File: config.mk
export PLATFORM = sky130hd
export DESIGN_NAME = sram_arbiter_flat
export DESIGN_NICKNAME = d
export VERILOG_FILES = /design/src/rtl/sram_arbiter_if.sv /design/src/rtl/sram_arbiter.sv /design/src/flat_wrapper.sv
export SDC_FILE = /design/constraint.sdc
export NUM_CORES = 1
export LEC_CHECK = 0
export CORE_MARGIN = 3
export CORE_UTILIZATION = 36
export DETAILED_ROUTE_END_ITERATION = 10
export PLACE_DENSITY = 0.76
export SYNTH_ARGS = -nofsm -noshare
export SYNTH_HDL_FRONTEND = slang
export SYNTH_SLANG_ARGS = --single-unit
File: constraint.sdc
create_clock -name i_clk -period 1.2 [get_ports i_clk]
set_input_delay 0.12 -clock i_clk [delete_from_list [all_inputs] [get_ports i_clk]]
set_output_delay 0.12 -clock i_clk [all_outputs]
set_load 0.005 [all_outputs]
File: src/rtl/sram_arbiter_if.sv
// Requester-side bus of the sRAM arbiter.
// Handshake: a requester raises reqN with weN/addrN/wdataN stable and holds it
// until gntN is seen. gntN is a 1-cycle pulse meaning the op is latched and the
// inputs may change; the requester drops reqN in that same cycle, otherwise it is
// re-arbitrated as a new request. doneN is a 1-cycle pulse meaning the op has
// completed; rdataN is valid with done for reads and holds until the next read
// on that port completes.
//   master: requester side (drives req/we/addr/wdata)
//   slave : arbiter side   (drives gnt/done/rdata)
interface sram_arbiter_if #(
  parameter int ADDR_W = 8,
  parameter int DATA_W = 8
);
  logic              req0;
  logic              req1;
  logic              we0;
  logic              we1;
  logic [ADDR_W-1:0] addr0;
  logic [ADDR_W-1:0] addr1;
  logic [DATA_W-1:0] wdata0;
  logic [DATA_W-1:0] wdata1;
  logic              gnt0;
  logic              gnt1;
  logic              done0;
  logic              done1;
  logic [DATA_W-1:0] rdata0;
  logic [DATA_W-1:0] rdata1;

  modport master (
    output req0, req1, we0, we1, addr0, addr1, wdata0, wdata1,
    input  gnt0, gnt1, done0, done1, rdata0, rdata1
  );

  modport slave (
    input  req0, req1, we0, we1, addr0, addr1, wdata0, wdata1,
    output gnt0, gnt1, done0, done1, rdata0, rdata1
  );
endinterface

File: src/rtl/sram_arbiter.sv
// Two-port round-robin arbiter/sequencer in front of the single-port 8x8 sRAM.
// Port 0 is instruction fetch, port 1 is load/store. Each op runs
// IDLE -> ISSUE -> WAIT -> IDLE: the sRAM strobes are driven for exactly the
// ISSUE cycle, the registered sRAM output is captured at the end of WAIT.
// Ports:
//   i_clk, i_rst_n : clock, synchronous active-low reset
//   bus            : requester handshake (sram_arbiter_if.slave)
//   o_mem_en/rd/wt : sRAM strobes, high only during ISSUE, rd/wt exclusive
//   o_mem_add/din  : sRAM address / write data, held after ISSUE
//   i_mem_dout     : registered sRAM read data
//   o_state        : FSM state for debug/checkers
module sram_arbiter #(
  parameter int ADDR_W = 8,
  parameter int DATA_W = 8
) (
  input  logic              i_clk,
  input  logic              i_rst_n,
  sram_arbiter_if.slave     bus,
  output logic              o_mem_en,
  output logic              o_mem_rd,
  output logic              o_mem_wt,
  output logic [ADDR_W-1:0] o_mem_add,
  output logic [DATA_W-1:0] o_mem_din,
  input  logic [DATA_W-1:0] i_mem_dout,
  output logic [1:0]        o_state
);

  localparam logic [1:0] ST_IDLE  = 2'd0;
  localparam logic [1:0] ST_ISSUE = 2'd1;
  localparam logic [1:0] ST_WAIT  = 2'd2;

  logic [1:0]        r_state;
  logic              r_last;   // last winner; the other port wins a tie
  logic              r_win;    // port of the op in flight
  logic              r_we;     // op in flight is a write
  logic              r_gnt0;
  logic              r_gnt1;
  logic              r_done0;
  logic              r_done1;
  logic [DATA_W-1:0] r_rdata0;
  logic [DATA_W-1:0] r_rdata1;
  logic              r_mem_en;
  logic              r_mem_rd;
  logic              r_mem_wt;
  logic [ADDR_W-1:0] r_mem_add;
  logic [DATA_W-1:0] r_mem_din;

  logic              w_any_req;
  logic              w_pick;
  logic              w_pick_we;
  logic [ADDR_W-1:0] w_pick_addr;
  logic [DATA_W-1:0] w_pick_wdata;

  // Single requester wins outright; on a tie the port that did not win last.
  always_comb begin
    w_any_req = bus.req0 | bus.req1;
    w_pick    = 1'b0;
    if (bus.req0 && bus.req1) w_pick = ~r_last;
    else if (bus.req1)        w_pick = 1'b1;
    w_pick_we    = w_pick ? bus.we1    : bus.we0;
    w_pick_addr  = w_pick ? bus.addr1  : bus.addr0;
    w_pick_wdata = w_pick ? bus.wdata1 : bus.wdata0;
  end

  always_ff @(posedge i_clk) begin
    if (!i_rst_n) begin
      r_state   <= ST_IDLE;
      r_last    <= 1'b1;
      r_win     <= 1'b0;
      r_we      <= 1'b0;
      r_gnt0    <= 1'b0;
      r_gnt1    <= 1'b0;
      r_done0   <= 1'b0;
      r_done1   <= 1'b0;
      r_rdata0  <= '0;
      r_rdata1  <= '0;
      r_mem_en  <= 1'b0;
      r_mem_rd  <= 1'b0;
      r_mem_wt  <= 1'b0;
      r_mem_add <= '0;
      r_mem_din <= '0;
    end else begin
      // gnt and done are single-cycle pulses.
      r_gnt0  <= 1'b0;
      r_gnt1  <= 1'b0;
      r_done0 <= 1'b0;
      r_done1 <= 1'b0;
      case (r_state)
        ST_IDLE: begin
          if (w_any_req) begin
            r_win     <= w_pick;
            r_last    <= w_pick;
            r_we      <= w_pick_we;
            r_gnt0    <= ~w_pick;
            r_gnt1    <= w_pick;
            r_mem_en  <= 1'b1;
            r_mem_rd  <= ~w_pick_we;
            r_mem_wt  <= w_pick_we;
            r_mem_add <= w_pick_addr;
            r_mem_din <= w_pick_wdata;
            r_state   <= ST_ISSUE;
          end
        end
        ST_ISSUE: begin
          // sRAM acts on this closing edge; address/data are left as they were.
          r_mem_en <= 1'b0;
          r_mem_rd <= 1'b0;
          r_mem_wt <= 1'b0;
          r_state  <= ST_WAIT;
        end
        ST_WAIT: begin
          if (!r_we) begin
            if (r_win) r_rdata1 <= i_mem_dout;
            else       r_rdata0 <= i_mem_dout;
          end
          r_done0 <= ~r_win;
          r_done1 <= r_win;
          r_state <= ST_IDLE;
        end
        default: r_state <= ST_IDLE;
      endcase
    end
  end

  assign bus.gnt0   = r_gnt0;
  assign bus.gnt1   = r_gnt1;
  assign bus.done0  = r_done0;
  assign bus.done1  = r_done1;
  assign bus.rdata0 = r_rdata0;
  assign bus.rdata1 = r_rdata1;
  assign o_mem_en   = r_mem_en;
  assign o_mem_rd   = r_mem_rd;
  assign o_mem_wt   = r_mem_wt;
  assign o_mem_add  = r_mem_add;
  assign o_mem_din  = r_mem_din;
  assign o_state    = r_state;

endmodule

File: src/flat_wrapper.sv
// flat-port wrapper written by rule: the top's interface ports become plain ports
module sram_arbiter_flat 
#(
  parameter int ADDR_W = 8,
  parameter int DATA_W = 8
)
  (i_clk, i_rst_n, o_mem_en, o_mem_rd, o_mem_wt, o_mem_add, o_mem_din, i_mem_dout, o_state, bus_req0, bus_req1, bus_we0, bus_we1, bus_addr0, bus_addr1, bus_wdata0, bus_wdata1, bus_gnt0, bus_gnt1, bus_done0, bus_done1, bus_rdata0, bus_rdata1);
  sram_arbiter_if #(.ADDR_W(ADDR_W), .DATA_W(DATA_W)) bus_i ();
  input  logic i_clk;
  input  logic i_rst_n;
  output logic o_mem_en;
  output logic o_mem_rd;
  output logic o_mem_wt;
  output logic [ADDR_W-1:0] o_mem_add;
  output logic [DATA_W-1:0] o_mem_din;
  input  logic [DATA_W-1:0] i_mem_dout;
  output logic [1:0] o_state;
  input wire logic [$bits(bus_i.req0)-1:0] bus_req0;
  input wire logic [$bits(bus_i.req1)-1:0] bus_req1;
  input wire logic [$bits(bus_i.we0)-1:0] bus_we0;
  input wire logic [$bits(bus_i.we1)-1:0] bus_we1;
  input wire logic [$bits(bus_i.addr0)-1:0] bus_addr0;
  input wire logic [$bits(bus_i.addr1)-1:0] bus_addr1;
  input wire logic [$bits(bus_i.wdata0)-1:0] bus_wdata0;
  input wire logic [$bits(bus_i.wdata1)-1:0] bus_wdata1;
  output wire logic [$bits(bus_i.gnt0)-1:0] bus_gnt0;
  output wire logic [$bits(bus_i.gnt1)-1:0] bus_gnt1;
  output wire logic [$bits(bus_i.done0)-1:0] bus_done0;
  output wire logic [$bits(bus_i.done1)-1:0] bus_done1;
  output wire logic [$bits(bus_i.rdata0)-1:0] bus_rdata0;
  output wire logic [$bits(bus_i.rdata1)-1:0] bus_rdata1;
  assign bus_i.req0 = bus_req0;
  assign bus_i.req1 = bus_req1;
  assign bus_i.we0 = bus_we0;
  assign bus_i.we1 = bus_we1;
  assign bus_i.addr0 = bus_addr0;
  assign bus_i.addr1 = bus_addr1;
  assign bus_i.wdata0 = bus_wdata0;
  assign bus_i.wdata1 = bus_wdata1;
  assign bus_gnt0 = bus_i.gnt0;
  assign bus_gnt1 = bus_i.gnt1;
  assign bus_done0 = bus_i.done0;
  assign bus_done1 = bus_i.done1;
  assign bus_rdata0 = bus_i.rdata0;
  assign bus_rdata1 = bus_i.rdata1;
  sram_arbiter #(.ADDR_W(ADDR_W), .DATA_W(DATA_W)) u_core (.i_clk(i_clk), .i_rst_n(i_rst_n), .bus(bus_i), .o_mem_en(o_mem_en), .o_mem_rd(o_mem_rd), .o_mem_wt(o_mem_wt), .o_mem_add(o_mem_add), .o_mem_din(o_mem_din), .i_mem_dout(i_mem_dout), .o_state(o_state));
endmodule
---- Word level (Yosys, flattened, before mapping) ----
Cells that the tools add are included.
cells by class
  $add $sub $neg .......................... 0
  $mul .................................... 0
  divide/modulo/power cells ............... 0
  order comparisons ....................... 0
  equal/unequal tests ..................... 3
  shifts and indexed selects .............. 0
  mux-type cells .......................... 13
  bitwise gates (word level) .............. 6
  reduce and logical (&&, ||, !) cells .... 9
operators with widths
  cell                  number
  $mux W8               2
  $reduce_and A3 Y1     3
  $mux W1               6
  $pmux W1 S2           3
  $reduce_and A2 Y1     3
  $not A1 Y1            5
  $pmux W2 S2           1
  $eq A2 B1 Y1 const B  1
  $eq A2 B2 Y1 const B  1
  $logic_not A2 Y1      1
  $mux W2               1
  $ne A2 B1 Y1 const B  1
  $reduce_bool A2 Y1    1
  $logic_and A1 B1 Y1   1
  $or A1 B1 Y1          1
storage, ports and cells
  bits in registers ....................... 44
  latch bits .............................. 0
  RAM bits ................................ 0
  ROM bits ................................ 0
  logic and storage cells ................. 46
  memories kept ........................... 0

---- Depth between registers and ports, before layout ----
Gate-level depths: netlist of run 1.
  depth in word-level cells ............... 6
  gate-level depth with buffers ........... 5
  depth with buffers taken out ............ 4

---- Worst setup path after synthesis of run 1 ----
OpenSTA, ideal clock, no wires.
  path type ............................... reg2reg
  start point ............................. register u_core.r_state[0], in the netlist u_core.o_state[0]
  end point ............................... register u_core.r_rdata0[0], in the netlist u_core.bus.rdata0[0]
  setup time .............................. 0.132 ns
  arrival ................................. 1.154 ns
  required time ........................... 1.068 ns
  setup slack ............................. -0.086 ns
  stages on the path, launching flop included .. 6
  path buffers ............................ 2
  cells stage by stage .................... dfxtp_1 -> buf_6 -> or4b_1 -> buf_2 -> nand2_1 -> a21oi_1
on the way
  longest elaborated chain between the ends .. 2
ends and longest elaborated chain
  element                             line                 text
  start: declaration                  sram_arbiter.sv:32   logic [1:0] r_state;
  start signal: assignment            sram_arbiter.sv:67   r_state <= ST_IDLE;
  start signal: assignment            sram_arbiter.sv:101  r_state <= ST_ISSUE;
  start signal: assignment            sram_arbiter.sv:109  r_state <= ST_WAIT;
  $eq A2 B2 Y1                        sram_arbiter.sv:88   case (r_state)
  $reduce_and A3 Y1 (no source line)  -
  end signal: assignment              sram_arbiter.sv:114  else r_rdata0 <= i_mem_dout;
  end: declaration                    sram_arbiter.sv:40   logic [DATA_W-1:0] r_rdata0;
No other way between the ends.
A chain may end at the register's enable or synchronous reset.

---- Worst setup path in the final report of run 1 ----
  start point ............................. input port bus_req1
  end point ............................... register u_core.r_mem_din[5], in the netlist u_core.o_mem_din[5]
on the way
  longest elaborated chain between the ends .. 3
ends and longest elaborated chain
  element                                         line                                    text
  start: declaration                              flat_wrapper.sv:19                      input wire logic [$bits(bus_i.req1)-1:0] bus_req1;
  $mux W1 or $logic_and A1 B1 Y1 (tied branches)  sram_arbiter.sv:59, sram_arbiter.sv:58
  $mux W1                                         sram_arbiter.sv:58                      if (bus.req0 && bus.req1) w_pick = ~r_last;
  $mux W8                                         sram_arbiter.sv:62                      w_pick_wdata = w_pick ? bus.wdata1 : bus.wdata0;
  end signal: assignment                          sram_arbiter.sv:100                     r_mem_din <= w_pick_wdata;
  end: declaration                                sram_arbiter.sv:46                      logic [DATA_W-1:0] r_mem_din;
Parallel ways exist; a longest one is shown, timed or not.

==> results of run 1 <==
[per-stage QoR]
stage | hold slack (ns) | power (uW) | area [um^2] | util, %
final | 0.401 | 3670 | 3340 | 73.7
after global routing | 0.399 | 3840 | 3340 | 73.7
after CTS | 0.396 | 3630 | 3240 | 71.5
after detailed placement | 0.440 | 2390 | 2870 | 63.4
after global placement | 0.434 | 2380 | 2870 | 63.4
after floorplan | 0.192 | 1930 | 1770 | -
[worst max-delay path: stages]
cell	delay [ns]
clkdlybuf4s50_1	0.43
buf_4	0.16
o21ba_4	0.24
buf_12	0.13
a21oi_4	0.18
buf_6	0.17
o2bb2ai_4	0.11
[layout by cell type (no fill, tap or decap), types with 2 or more instances in the layout]
cell and n:
clkdlybuf4s50_1 45, dlygate4sd2_1 40, buf_4 23, mux2i_1 22, dfxtp_1 22, dfxtp_2 21
nand2_1 15, o2bb2ai_2 15, buf_6 14, nor2_1 9, a21oi_1 6, a21oi_2 5
clkbuf_8 5, inv_1 4, mux2i_2 3, nand3_4 3, o21ai_0 3, buf_12 3
a211oi_2 2
[synthesized netlist by cell type]
cell,n
nand3_4,1
buf_6,4
clkbuf_1,2
nor4b_4,1
o2bb2ai_1,8
buf_2,1
a21boi_2,1
dfxtp_1,44
o2bb2ai_2,8
or4b_1,1
nor2_1,10
nor4b_1,1
o21ai_0,4
a211oi_1,2
clkbuf_4,1
o22ai_1,1
inv_2,1
buf_4,1
nand3_1,2
a21oi_4,1
and3_2,1
mux2i_1,25
and2_1,1
nor4_1,1
a21oi_1,11
inv_1,5
and4bb_1,1
o21bai_1,1
o21ba_4,1
nand2_1,16
nor3_1,1
[power breakdown]
group | switching [uW] | internal, uW | leakage, uW
registers | 64.1 | 1570 | 0.000368
clock network | 499 | 618 | 0.0000552
logic | 368 | 551 | 0.00101
total | 931 | 2730 | 0.00143
[logic make-up (layout without fill, tap and decap cells)]
kind of cell,count (synthesis),count (layout),share of synthesized area [%]
compound gates,38,38,19.1
simple gates,37,38,11.6
mux,25,25,14.1
flops,44,44,49.8
buf+inv,15,141,5.37
[area by class of cell]
type                    count  area share, %
multi-input cells         101           29.3
clock inverters             2           1.05
flip-flops and latches     44           27.3
well taps                  65           2.43
clock buffers               6           2.17
repair buffers            127           36.9
inverters                   6          0.861
[worst paths after layout]
check / slack [ns] / start / to / cells after the start
worst max register to register: -0.10 / u_core.o_state[0] / u_core.o_mem_din[5] / 6
worst max-delay path: -0.11 / bus_req1 / u_core.o_mem_din[5] / 7
worst min-delay path: 0.40 / i_mem_dout[3] / u_core.bus.rdata0[3] / 3
worst min register to register: 0.45 / u_core.bus.rdata0[5] / u_core.bus.rdata0[5] / 2
[metal layers]
| metal | vias to the layer above | GRT usage (%) | part of all wire, % |
|---|---|---|---|
| li1 | 827 | - | - |
| met1 | 798 | 19.6 | 39 |
| met4 | 0 | 6.16 | 1.4 |
| met3 | 9 | 6.74 | 7.1 |
| met2 | 67 | 32.7 | 52 |
| met5 | - | 0 | 0 |
[sequential cells by signal (all words and copies together) (netlist names)]
name	flops
u_core.bus.rdata0	8
u_core.bus.rdata1	8
u_core.o_mem_add	8
u_core.o_mem_din	8
u_core.o_state	2
u_core.bus.done0	1
u_core.bus.done1	1
u_core.bus.gnt0	1
u_core.bus.gnt1	1
u_core.o_mem_en	1
u_core.o_mem_rd	1
u_core.o_mem_wt	1
u_core.r_last	1
u_core.r_we	1
u_core.r_win	1
[repair_timing]
| item | in CTS | in global routing |
|---|---|---|
| endpoints found under the setup margin | 77 | 44 |
| gates resized for setup | 96 | 22 |
| endpoints found under the hold margin | 0 | 0 |
| gates cloned | 3 | 0 |
| setup buffers | 9 | 2 |
| pin swaps | 14 | 7 |
==> impl_results.md, run 1 <==
* Critical path class: primary input to flip-flop
* CTS Sinks at 44
* Area Growth Syn to Fin at 88.9%
* Drt drc at 0
* Final Hold Viols at 0
* Period minus WS final at around 1.3 ns
* Max-cap viol count at 0
* Normalized max-slew margin at 74.1%
* DIE HEIGHT at 76.1 um
* Worst-Margin Slew at between 0.3 and 0.4 ns
* Setup ws final at -0.111 ns
* Failing checks: setup timing
* Filler instances at 330
* # IOs at 87
* Share of cells above drive strength 1 at between 30% and 40%
* Critical Path AT at approximately 1.5 ns
* Yosys warning total at 0
* Setup-failing EPs final at 28
* Fmax at between 0.7 and 0.8 GHz
* TritonCTS clock tree: built
* CTS clk-pin slew, worst paths at 0.08 ns
* Antenna diode count at 0
* Multi-input combinational cell area at 980 um^2
* Type of the worst min-delay path: primary input to flip-flop
* PwrDens at 1100 nW/um^2
* GP Congestion at 0.753
* DR WL/cell at 15.0 um
* Post-Syn Instances at 159
* GR Overflow Total at 0
* TritonCTS Buffers at 5
* Register area share after synthesis at 49.8%
* Top cell type by total area after synthesis: dfxtp_1
* Port buffer count at 86
* Vias per inst at between 4 and 5
* Synth Register Bits at 44
* Hold-fix buffers at CTS at 0
* Fin Setup TNS at -2.02 ns
* Root Driver: clkbuf_8
* Final Cycle Share at 109%
* Status: finished with violations
* Antenna violations before repair at 0
* Crit path required time at 1.43 ns
* Nets@finish at about 330
* CP startpoint kind: primary input
* Final non-filler cell total at approximately 350
* DP Cell Count at around 330
* Yosys cell types at 31
* Worst setup EP type: flip-flop
* Maximum vdd ir drop at around 0.7 mV
* Core area at 4530 um^2
* Dpl ws at -0.306 ns
* Largest net degree at the start of global routing at 15
* First-pass GRT wire length at 8500 um
* Iter 0 DRT Violations at 32
* Final clock skew at 0.00821 ns
* Total track usage at 18.2%
* HPWL Detailed at 3480 um
* Row cnt at 24
* RSZ-0062 raised after global routing: yes
* WL final at 5260 um
* Synth top area share at 49.8%
* Register area at 911 um^2
* Vias in the first global route at 1802
* Initial core utilization at slightly below 40%
* Max-slew violations at 0
* H-tree depth at 2
* Crit Path Max Fanout at 6
* Antenna-violating nets left at 0
* Total nets after synthesis at 205
* Die ar. at 5790 um^2
* Syn avg cell area at about 11 um^2
* Vias at 1701
* Clock Latency Late Sink at 0.30 ns
* Width of the die at 76.1 um
* Leakage at 0.00143 uW
* Mapped cell area at about 1800 um^2
* Synth area leaders: dfxtp_1, mux2i_1, o2bb2ai_2
* Drt first pass iters at 4
* Clock buffer depth at 2
No activity file was read; power rests on OpenSTA's default activity.
==> run 2: changes to the inputs <==
--- a/config.mk
+++ b/config.mk
@@ -7,6 +7,7 @@
 export LEC_CHECK = 0
 export CORE_MARGIN = 3
 export CORE_UTILIZATION = 36
+export CTS_CLUSTER_SIZE = 24
 export DETAILED_ROUTE_END_ITERATION = 10
 export PLACE_DENSITY = 0.76
 export SYNTH_ARGS = -nofsm -noshare
==> constraint.sdc (replaced) <==
create_clock -name i_clk -period 1.2 [get_ports i_clk]
set_input_delay 0.3 -clock i_clk [delete_from_list [all_inputs] [get_ports i_clk]]
set_output_delay 0.3 -clock i_clk [all_outputs]
set_load 0.005 [all_outputs]
==> impl_results.md, run 2 (same netlist as run 1, synthesis figures left out) <==
* Status: finished with violations
* Failing checks: setup timing
* Most Crowded Layer GR: met2
* Met1 usage at 19.3% (-0.31 points)
* Register-to-Register Setup Slack at -0.17 ns (-0.07 ns)
* Period minus WS final at 1.37 ns (+0.0618 ns)
* WL final at 5730 um (+8.9%)
* Dpl ws at -0.481 ns (-0.174 ns)
* Share of cells above drive strength 1 at 50.7% (+11 points)
* Final clock skew at 0.00367 ns (-0.00453 ns)
* PwrDens at 1170 nW/um^2 (+6.7%)
* Vias in the first global route at 1737 (-3.6%)
* Crit path required time at 1.43 ns (about the same)
* Setup ws final at -0.173 ns (-0.0618 ns)
* DIE HEIGHT at 76.1 um (unchanged)
* Final Cycle Share at 114% (+5.2 points)
* Routing usage on met2 at 32.5% (-0.18 points)
* Final Total Pwr at 4220 uW (+15%)
* TritonCTS Buffers at 5 (unchanged)
* Antenna violations before repair at 0 (unchanged)
* GR Overflow Total at 0 (unchanged)
* Iter 0 DRT Violations at 49 (+53%)
* Clock Latency Late Sink at 0.30 ns (about the same)
* Port buffer count at 86 (unchanged)
* R2R cell count at 6 (unchanged)
* Initial core utilization at 39.0% (unchanged)
* Row cnt at 24 (unchanged)
* HPWL Detailed at 3340 um (-3.9%)
* H-tree depth at 2 (unchanged)
* Type of the worst min-delay path: flip-flop to flip-flop
* Fmax at 0.728 GHz (-4.5%)
* Maximum vdd ir drop at 0.972 mV (+39%)
* Most frequent cells in the layout: clkdlybuf4s50_1, dfxtp_2, buf_4
* Drt first pass iters at 4 (unchanged)
* Width of the die at 76.1 um (unchanged)
* CP startpoint kind: flip-flop
* First-pass GRT wire length at 8230 um (-3.2%)
* Hold-fix buffers at CTS at 0 (unchanged)
* GP Congestion at 0.740 (-1.7%)
* Filler instances at 265 (-20%)
* Vias per inst at 4.81 (-0.71%)
* Root Driver: clkbuf_8
* Core area at 4530 um^2 (unchanged)
* CTS clk-pin slew, worst paths at 0.08 ns (about the same)
* Final Hold Viols at 0 (unchanged)
* Leakage at 0.00150 uW (+4.6%)
* TritonCTS clock tree: built
* Setup-failing EPs final at 39 (+39%)
* Antenna-violating nets left at 0 (unchanged)
* End point of the critical path: u_core.o_mem_din[0]
* RSZ-0062 raised after global routing: yes
* Nets@finish at 341 (+3.0%)
* Worst setup EP type: flip-flop
* Normalized max-slew margin at 79.1% (+5.1 points)
* Commonest non-fill, non-tap cell in the layout: clkdlybuf4s50_1
* Largest net degree at the start of global routing at 15 (unchanged)
* # IOs at 87 (unchanged)
* Register area at 921 um^2 (+1.1%)
* Clock buffer depth at 2 (unchanged)
* Worst-Margin Slew at 0.312 ns (-0.0743 ns)
* Crit Path Max Fanout at 6 (unchanged)
* R2r startpoint: u_core.o_state[0]
* Drt drc at 0 (unchanged)
* Multi-input combinational cell area at 1070 um^2 (+9.1%)
* Vias at 1737 (+2.1%)
* Area Growth Syn to Fin at 104%
* Critical path class: flip-flop to flip-flop
* CTS Sinks at 44 (unchanged)
* Antenna diode count at 0 (unchanged)
* Max-slew violations at 0 (unchanged)
* Total track usage at 17.4% (-0.73 points)
* RR Endpoint: u_core.o_mem_din[0]
* Critical Path AT at 1.60 ns (+0.06 ns)
* DR WL/cell at 15.9 um (+5.9%)
* Die ar. at 5790 um^2 (unchanged)
* Worst Setup SP: u_core.o_state[0]
* Max-cap viol count at 0 (unchanged)
* Met3 GRT Util at 4.85% (-1.9 points)
==> run 2: cell count changes in the layout (fill, tap and decap cells not counted), sizes merged <==
| cell | delta |
|---|---|
| dlygate4sd2 | -22 |
| clkdlybuf4s50 | -2 |
| bufinv | +2 |
| clkbuf | +2 |
| clkinv | -1 |
| clkdlybuf4s15 | +21 |
| buf | +11 |
| nand3 | -1 |
==> run 2: how the worst min path moves through the flow <==
| stage | startpoint | end | slack, ns | cells past startpoint |
|---|---|---|---|---|
| 2_1_floorplan | i_rst_n | u_core.r_last | 0.37 | 1 |
| 3_3_place_gp | u_core.o_mem_wt | u_core.o_mem_wt | 0.44 | 2 |
| 3_5_place_dp | u_core.bus.rdata0[5] | u_core.bus.rdata0[5] | 0.44 | 2 |
| 4_1_cts | u_core.o_mem_rd | u_core.o_mem_rd | 0.45 | 2 |
| 5_1_grt | u_core.o_mem_add[1] | u_core.o_mem_add[1] | 0.47 | 1 |
| 6_report | u_core.o_mem_add[6] | u_core.o_mem_add[6] | 0.46 | 1 |
==> run 2: through the flow <==
step	utilization, %	instances	area [um^2]	hold WS (ns)	TNS [ns]
floorplan	-	159	1770	0.372	-0.690
global placement	63.4	329	2870	0.439	-11.59
detailed placement	63.4	329	2870	0.444	-12.39
CTS	72.8	351	3300	0.454	-1.86
global route	79.6	361	3610	0.474	-5.67
finish	79.6	361	3610	0.460	-3.49
==> run 2: layout make-up <==
class | instances | area share (%)
Timing Repair Buffer | 138 | 37.4
Multi-Input combinational cell | 100 | 29.6
Sequential cell | 44 | 25.5
Tap cell | 65 | 2.25
Inverter | 6 | 0.798
Clock inverter | 3 | 2.50
Clock buffer | 5 | 1.91
==> run 2: worst max-delay path: stages (launching register included) <==
cell       delay (ns)
dfxtp_4          0.38
buf_6            0.12
o21ba_4          0.17
buf_6            0.12
a21oi_4          0.21
buf_6            0.18
o2bb2ai_4        0.12
==> run 2: where the power goes <==
group	internal [uW]	switching, uW	total (uW)
combinational	614	416	1030
clock	1040	512	1550
sequential	1570	66.7	1640
total	3220	995	4220
==> run 2: what timing repair did <==
action                                  4_1_cts  5_1_grt
gates cloned                                  2        0
gates resized for setup                     104       81
setup buffers                                13       11
endpoints found under the setup margin       82       68
pin swaps                                    18       20
==> run 2: layer usage <==
layer	part of all wire [%]	wire, um
met1	39	2240
met2	54	3070
met3	6.3	362
met4	1.0	57
met5	0	0
